--- config.mk ---
export PLATFORM = sky130hd
export DESIGN_NAME = pwm_sample_modulator
export DESIGN_NICKNAME = d
export VERILOG_FILES = /design/src/rtl/pwm_sample_modulator.sv
export SDC_FILE = /design/constraint.sdc
export NUM_CORES = 1
export LEC_CHECK = 0
export ABC_AREA = 1
export BUFFER_PORTS_ARGS = -buffer_cell sky130_fd_sc_hd__buf_2
export CORE_MARGIN = 4
export CORE_UTILIZATION = 25
export CTS_CLUSTER_SIZE = 12
export DETAILED_ROUTE_END_ITERATION = 16
export MAX_ROUTING_LAYER = met4
export PLACE_DENSITY_LB_ADDON = 0.15
export SKIP_CTS_REPAIR_TIMING = 1
export SLEW_MARGIN = 20
export SYNTH_ARGS = -nofsm -noshare
export SYNTH_HDL_FRONTEND = slang
export SYNTH_SLANG_ARGS = --single-unit
export TNS_END_PERCENT = 50
--- constraint.sdc ---
create_clock -name i_clk -period 3.5 [get_ports i_clk]
set_input_delay 0 -clock i_clk [delete_from_list [all_inputs] [get_ports i_clk]]
set_output_delay 0 -clock i_clk [all_outputs]
set_load 0.02 [all_outputs]
--- src/rtl/pwm_sample_modulator.sv ---
// PWM consumer of the channel level stream: double-buffers 9-bit levels
// (shadow -> active at period wrap) and drives a registered PWM pin.
module pwm_sample_modulator #(
    parameter int unsigned PERIOD = 512,
    parameter int unsigned CNT_W  = 10
) (
    input  logic       i_clk,
    input  logic       i_rst,
    input  logic [8:0] i_sample,
    input  logic       i_sample_valid,
    output logic       o_sample_ready,
    output logic       o_pwm,
    output logic       o_period_start,
    output logic       o_underrun
);

    localparam int unsigned SMP_W = 9;
    localparam int unsigned LVL_W = SMP_W + 1;
    // Compare wide enough that levels >= PERIOD saturate instead of wrapping.
    localparam int unsigned CMP_W = (CNT_W > LVL_W) ? CNT_W : LVL_W;
    localparam logic [CNT_W-1:0] LAST = CNT_W'(PERIOD - 1);

    logic [CNT_W-1:0] cnt;
    logic [CNT_W-1:0] cnt_nxt;
    logic [SMP_W-1:0] shadow;
    logic [SMP_W-1:0] shadow_nxt;
    logic             shadow_full;
    logic             shadow_full_nxt;
    logic [LVL_W-1:0] active;
    logic [LVL_W-1:0] active_nxt;
    logic             wrap;
    logic             accept;
    logic             pwm_nxt;
    logic             underrun_nxt;

    assign o_sample_ready = !shadow_full;

    // Next-state for counter, shadow buffer and active level.
    always_comb begin
        cnt_nxt         = cnt + CNT_W'(1);
        shadow_nxt      = shadow;
        shadow_full_nxt = shadow_full;
        active_nxt      = active;
        underrun_nxt    = 1'b0;
        wrap            = (cnt == LAST);
        accept          = i_sample_valid && !shadow_full;

        if (wrap) begin
            cnt_nxt = '0;
            if (shadow_full) begin
                active_nxt      = {1'b0, shadow};
                shadow_full_nxt = 1'b0;
            end else begin
                underrun_nxt = 1'b1;
            end
        end

        // Accept only happens with shadow empty, so it never collides with the transfer.
        if (accept) begin
            shadow_nxt      = i_sample;
            shadow_full_nxt = 1'b1;
        end

        pwm_nxt = (CMP_W'(cnt_nxt) < CMP_W'(active_nxt));
    end

    always_ff @(posedge i_clk) begin
        if (i_rst) begin
            cnt            <= '0;
            shadow         <= '0;
            shadow_full    <= 1'b0;
            active         <= '0;
            o_pwm          <= 1'b0;
            o_period_start <= 1'b0;
            o_underrun     <= 1'b0;
        end else begin
            cnt            <= cnt_nxt;
            shadow         <= shadow_nxt;
            shadow_full    <= shadow_full_nxt;
            active         <= active_nxt;
            o_pwm          <= pwm_nxt;
            o_period_start <= (cnt_nxt == '0);
            o_underrun     <= underrun_nxt;
        end
    end

endmodule

==> results.toml, run 1 <==
[timing]
finalHoldViolations = 3
slew_headroom = 0.6520
worst_pin_slew_ns = 0.5220
whs_ns = -0.02109
finalCritPeriodShare = 0.6826
drv_slew = 0
fmax_ghz = 0.4186
setup_viol = 0
fin_setup_tns_ns = 0
fin_crit_ns = 2.389
rsz0062_at_grt = "false"
fin_skew_ns = 0.003260

[grt]
grt_pass1_wl_um = 5671
grt_max_degree = 25
grt_overflow = 0
antenna_found_initial = 0
grt_usage = 0.09918
grt_pass1_vias = 1155

[pwr]
switching_share = 0.2466
comb_power_share = 0.084
intPower_uw = 548.1
clkPwrFrac = 0.375
vdd.ir_drop.worst_v = 0.0001825
p_per_area_nw_per_um2 = 398.0
net-switching-power_uw = 179.4
leakage_uw = 0.0008508
p_seq_frac = 0.541

[critical_path]
path_class = "reg -> reg"
crit-reg2reg-launch = "cnt[0]"
crit_arrival_ns = 2.56
crit_chain = "ha_1 -> nand2_2 -> nor2_4 -> nand3_4 -> nor2_8 -> nor2_1 -> a21oi_2 -> inv_2 -> ha_1 -> nand2_1 -> nor2_1 -> nand2_1 -> nor3_1 -> a21oi_1"
cp_slowest_stage_delay_ns = 0.35
regToRegSetupSlack_ns = 1.11
cpLargestDelayFamily = "simple AND/OR/NAND/NOR gates"
slowest_stage = "dfxtp_1"
end_kind = "register"
reg2regPathDepth = 14
reg2reg_to = "o_pwm"
start_kind = "register"
cp_max_fo = 17
crit_required_ns = 3.67
worst-path-buf-inv = 1

[clock_network]
cts_root_buffer = "clkbuf_8"
clk_pin_slew_ns = 0.07
cts_buffers = 5
cts_sinks = 33
cts_buffer_depth = 2
clk_latency_ns = 0.28
tritoncts = "yes"
h-tree-depth = 2

[yosys]
yosysUniqueCellTypes = 29
synthCells = 204
yosys_warnings = 0
postSynthAreaPerCell_um2 = 7.881
synth_fp_nets = 226
synth_area_um2 = 1608
yosysSeqAreaShare = 0.4109
synth-seq-cells = 33

[finish]
drive_gt1_frac = 0.2377
area_growth_pct = 13.70
fin_cells = 298
layout_common_cells = "dfxtp_1 (33), inv_1 (28), nor2_1 (27)"
layout_commonest_cell = "dfxtp_1"
nets = 244
fin_util = 0.2999
antenna_cells = 0

[placement]
io_buffers = 15
dp.cells = 290
hpwlAfterDp_um = 2464
gp_congestion = 0.8924

[hold_path]
hold_depth = 3
hp-start = "i_sample_valid"
hold_path_end = "shadow_full"
hp-class = "in -> reg"

[detailed_routing]
drt-total-wl_um = 3186
drt-pass1-iter-count = 4
vias = 1236
route.detailed.drc = 0
vias_per_cell = 4.148
wire_per_inst_um = 10.69
drtIter0Drc = 48
final_antenna_net_count = 0

[die]
io_pins = 16
die_h_um = 88.20
die_x_um = 88.20
die_area_um2 = 7778
core_area_um2 = 6096
rows = 28
initial_core_util = 0.2638

[outcome]
violations = "negative hold slack"
outcome = "complete, but fails checks"

[run]
drv_cap = 0
registers in the layout, indices dropped and copies added, names as in the netlist:
name,cells
shadow,9
o_pwm,1
cnt,10
o_underrun,1
o_period_start,1
shadow_full,1
active,10
how the worst max path moves through the flow:
stage / depth (start not counted) / endpoint / slack (ns) / start
floorplan: 14 / o_pwm / 1.46 / cnt[0]
global placement: 14 / o_pwm / 1.16 / cnt[0]
detailed placement: 14 / o_pwm / 1.08 / cnt[0]
CTS: 14 / o_pwm / 1.09 / cnt[0]
global route: 14 / o_pwm / 0.76 / cnt[0]
finish: 14 / o_pwm / 1.11 / cnt[0]
stage by stage:
step / cell area [µm²] / setup slack (ns) / power (µW)
after CTS: 1828 / 1.087 / 747.3
final: 1828 / 1.111 / 727.6
after global placement: 1745 / 1.165 / 465.3
after detailed placement: 1745 / 1.085 / 465.5
after global routing: 1828 / 0.7608 / 773.2
after floorplan: 1608 / 1.460 / 444.5
cell families after synthesis:
logic type / synth area share
adder cells (fa/ha/maj): 0.07782
flip-flops: 0.4109
XOR/XNOR: 0.01090
buffers and inverters: 0.1012
AO/OA/AOI/OAI: 0.1471
AND/OR/NAND/NOR: 0.2521
worst min-delay path: stages:
cell and delay, ns:
buf_2 0.09, inv_1 0.06, a211oi_1 0.06
routing by layer:
metal / up-vias / track usage / part of all wire / wire length (µm)
li1: 681 / - / - / -
met5: - / - / 0 / 0
met2: 18 / 0.1292 / 0.42 / 1347
met4: 0 / 0.04533 / 0.021 / 66
met1: 530 / 0.1393 / 0.52 / 1660
met3: 7 / 0.02822 / 0.035 / 111
Yosys cell counts, drive strengths merged:
master	count	area [µm²]
a211oi	1	7.510
nor2	38	193.9
nand2	27	113.9
clkbuf	2	7.510
nand3b	1	7.510
or2	1	6.260
nor3	5	25.02
dfxtp	33	660.6
inv	35	131.4
o21a	1	7.510
o2111ai	1	8.760
o21bai	1	7.510
nand4	1	6.260
o21ai	13	68.82
a21oi	22	136.4
nand3	8	52.55
ha	10	125.1
xor2	2	17.52
buf	2	23.77
power groups by stage:
stage,logic [µW],clock network (µW),registers [µW]
3_3_place_gp,62.7,0,403
4_1_cts,63.3,290,394
3_5_place_dp,63.1,0,402
2_1_floorplan,40.9,0,404
6_report,60.8,273,394
5_1_grt,72.0,306,395
cell type report:
class | count | area (µm²)
clock inverter | 2 | 10.01
inverter | 35 | 131.4
timing repair buffer | 15 | 75.07
tap | 75 | 93.84
clock buffer | 6 | 72.57
fill | 703 | 4268
multi-input combinational | 132 | 784.5
sequential | 33 | 660.6
Note: power is estimated with default switching activity, not from simulation.
==> run 2, diff against run 1 <==
Settings changed: ABC_AREA 1 to 0.
Clock period 3.5 ns to 2 ns, I/O delays scaled along.
==> run 2 against run 1 <==
Effect of this change:
- the flow finishes with violations (negative setup slack)
- wire length increased by 23%
- sequential cell count unchanged
- total power increased by 100%
- synthesized cell count decreased by 18%
- sequential power increased by 78%
- largest cell class unchanged
- largest power group unchanged
==> results.toml, run 2 <==
[detailed_routing]
vias = 1363
met1_length_um = 1787
wl_met3_um = 92
drtIter0Drc = 42
wire_per_inst_um = 12.64
drt-pass1-iter-count = 4
drt-total-wl_um = 3906
final_antenna_net_count = 0
route.detailed.drc = 0
highest_layer = "met4"
vias_per_cell = 4.411
wl_met2_um = 1999

[placement]
dp.cells = 286
hpwlAfterDp_um = 2817
gp_congestion = 0.7989
dpl_cell_area_um2 = 1974
io_buffers = 15

[grt]
grt_overflow = 0
grt_usage = 0.1108
grt_pass1_vias = 1386
grt_max_degree = 34
antenna_found_initial = 0
grt_pass1_wl_um = 6292

[die]
io_pins = 16
die_x_um = 86.49
die_h_um = 86.49
die_area_um2 = 7481
initial_core_util = 0.2586
rows = 28
core_area_um2 = 5956

[clock_network]
clk_pin_slew_ns = 0.07
clk_latency_ns = 0.28
tritoncts = "yes"
cts_buffer_depth = 2
cts_root_buffer = "clkbuf_8"
cts_sinks = 33
cts_buffers = 5
h-tree-depth = 2

[critical_path]
cp_slowest_stage_delay_ns = 0.35
slowest_stage = "dfxtp_2"
cp_max_fo = 4
path_class = "reg -> reg"
start_kind = "register"
cpLargestDelayFamily = "simple AND/OR/NAND/NOR gates"
crit_required_ns = 2.16
end_kind = "register"
worst-path-buf-inv = 1
crit_arrival_ns = 2.52
crit_chain = "ha_4 -> nand3_4 -> nor4_4 -> buf_4 -> nand2_4 -> mux2i_2 -> ha_1 -> nand2_2 -> nor3_4 -> nand2_1 -> a221oi_2 -> nor3b_2"

[timing]
finalHoldViolations = 0
rsz0062_at_grt = "true"
worst_pin_slew_ns = 0.6775
slew_headroom = 0.5483
fmax_ghz = 0.4247
finalCritPeriodShare = 1.177
setup_ws_ns = -0.3549
fin_skew_ns = 0.007812
fin_crit_ns = 2.355
setup_viol = 1
drv_slew = 0
fin_setup_tns_ns = -0.3549

[finish]
final_area_um2 = 2341
fin_util = 0.3931
layout_common_cells = "buf_4 (39), nand2_1 (25), dfxtp_1 (25)"
area_growth_pct = 51.99
nets = 256
fin_cells = 309
top_regs = "active (10), cnt (10), shadow (9)"
layout_commonest_cell = "buf_4"
drive_gt1_frac = 0.4274
antenna_cells = 0

[yosys]
synth_area_um2 = 1540
netlist_top_cells_count = "dfxtp_1 (33), nand2_1 (26), nor2_1 (17)"
synth_edf_count = 0
synth.top_cell.area_share = 0.4289
synthCells = 167
synth.top_cells.by_area = "dfxtp_1 (43%), ha_1 (8.1%), nand2_1 (6.3%)"
synthFlopType = "dfxtp_1"
yosysMostFrequentCell = "dfxtp_1"
yosysSeqAreaShare = 0.4289
postSynthAreaPerCell_um2 = 9.223
synth_largest_area_cell = "dfxtp_1"
synth_fp_nets = 189
yosysUniqueCellTypes = 35
yosys_warnings = 0
synth-async-reset-ratio = 0
synth-seq-cells = 33

[outcome]
outcome = "complete, but fails checks"
violations = "negative setup slack"

[hold_path]
hp-class = "in -> reg"

[run]
drv_cap = 0

[pwr]
leakage_uw = 0.001040
vdd.ir_drop.worst_v = 0.0003337
p_per_area_nw_per_um2 = 633.8
==> run 2: cell count changes in the layout (fill, tap and decap cells not counted), moves of 5 or more <==
| cell | delta |
|---|---|
| a21oi_2 | -6 |
| buf_4 | +39 |
| dfxtp_1 | -8 |
| dfxtp_2 | +8 |
| dlygate4sd3_1 | +9 |
| inv_1 | -24 |
| inv_2 | -7 |
| nor2_1 | -10 |
| nor2_2 | -8 |
| nor2b_1 | +8 |
| o21ai_0 | -12 |
| xnor2_1 | +5 |
==> run 2: where the power goes <==
| part | leakage [µW] | total [µW] | switching (µW) | internal [µW] |
|---|---|---|---|---|
| sequential | 0.000272 | 700 | 18.5 | 681 |
| clock | 0.0000540 | 592 | 230 | 362 |
| combinational | 0.000714 | 192 | 94.3 | 98.1 |
| total | 0.00104 | 1480 | 342 | 1140 |
==> run 2: path summary, 6_finish.rpt <==
kind	from	endpoint	slack (ns)	depth (start not counted)
max	cnt[1]	o_pwm	-0.35	12
min	i_sample_valid	shadow_full	0.008	3
max reg2reg	cnt[1]	o_pwm	-0.35	12
min reg2reg	shadow[1]	shadow[1]	0.46	2
==> run 2: area by class of cell <==
cell class / instances / area (µm²)
Fill cell: 619 / 3615
Multi-Input combinational cell: 125 / 977.2
Sequential cell: 33 / 670.6
Timing Repair Buffer: 64 / 469.2
Tap cell: 75 / 93.84
Clock buffer: 5 / 68.82
Clock inverter: 2 / 35.03
Inverter: 5 / 26.28
==> run 2: layer usage <==
layer | up-vias | global-route usage
met5 | - | -
met3 | 2 | 0.02852
met2 | 11 | 0.1864
met1 | 643 | 0.1312
li1 | 707 | -
met4 | 0 | 0.02975
==> run 2: tightest hold or removal path: stages <==
cell	delay, ns
buf_2	0.11
nor2_1	0.08
nor3_1	0.04
==> run 2: kinds of logic after synthesis <==
group,Yosys count,synth area share
fa+ha+maj,10,0.08123
mux,10,0.06905
simple gates,76,0.2567
xor+xnor,8,0.04549
compound gates,20,0.08286
flops,33,0.4289
buf+inv,10,0.03574
==> run 2: per-stage QoR <==
| step | hold WS [ns] | setup WS, ns | total power (µW) |
|---|---|---|---|
| 3_5_place_dp | 0.2445 | -0.5458 | 876.2 |
| 3_3_place_gp | 0.2405 | -0.3983 | 871.0 |
| 4_1_cts | -0.05443 | -0.5473 | 1477 |
| 5_1_grt | 0.02585 | -0.5310 | 1566 |
| 6_report | 0.007889 | -0.3549 | 1484 |
| 2_1_floorplan | 0.07161 | -0.4359 | 806.7 |
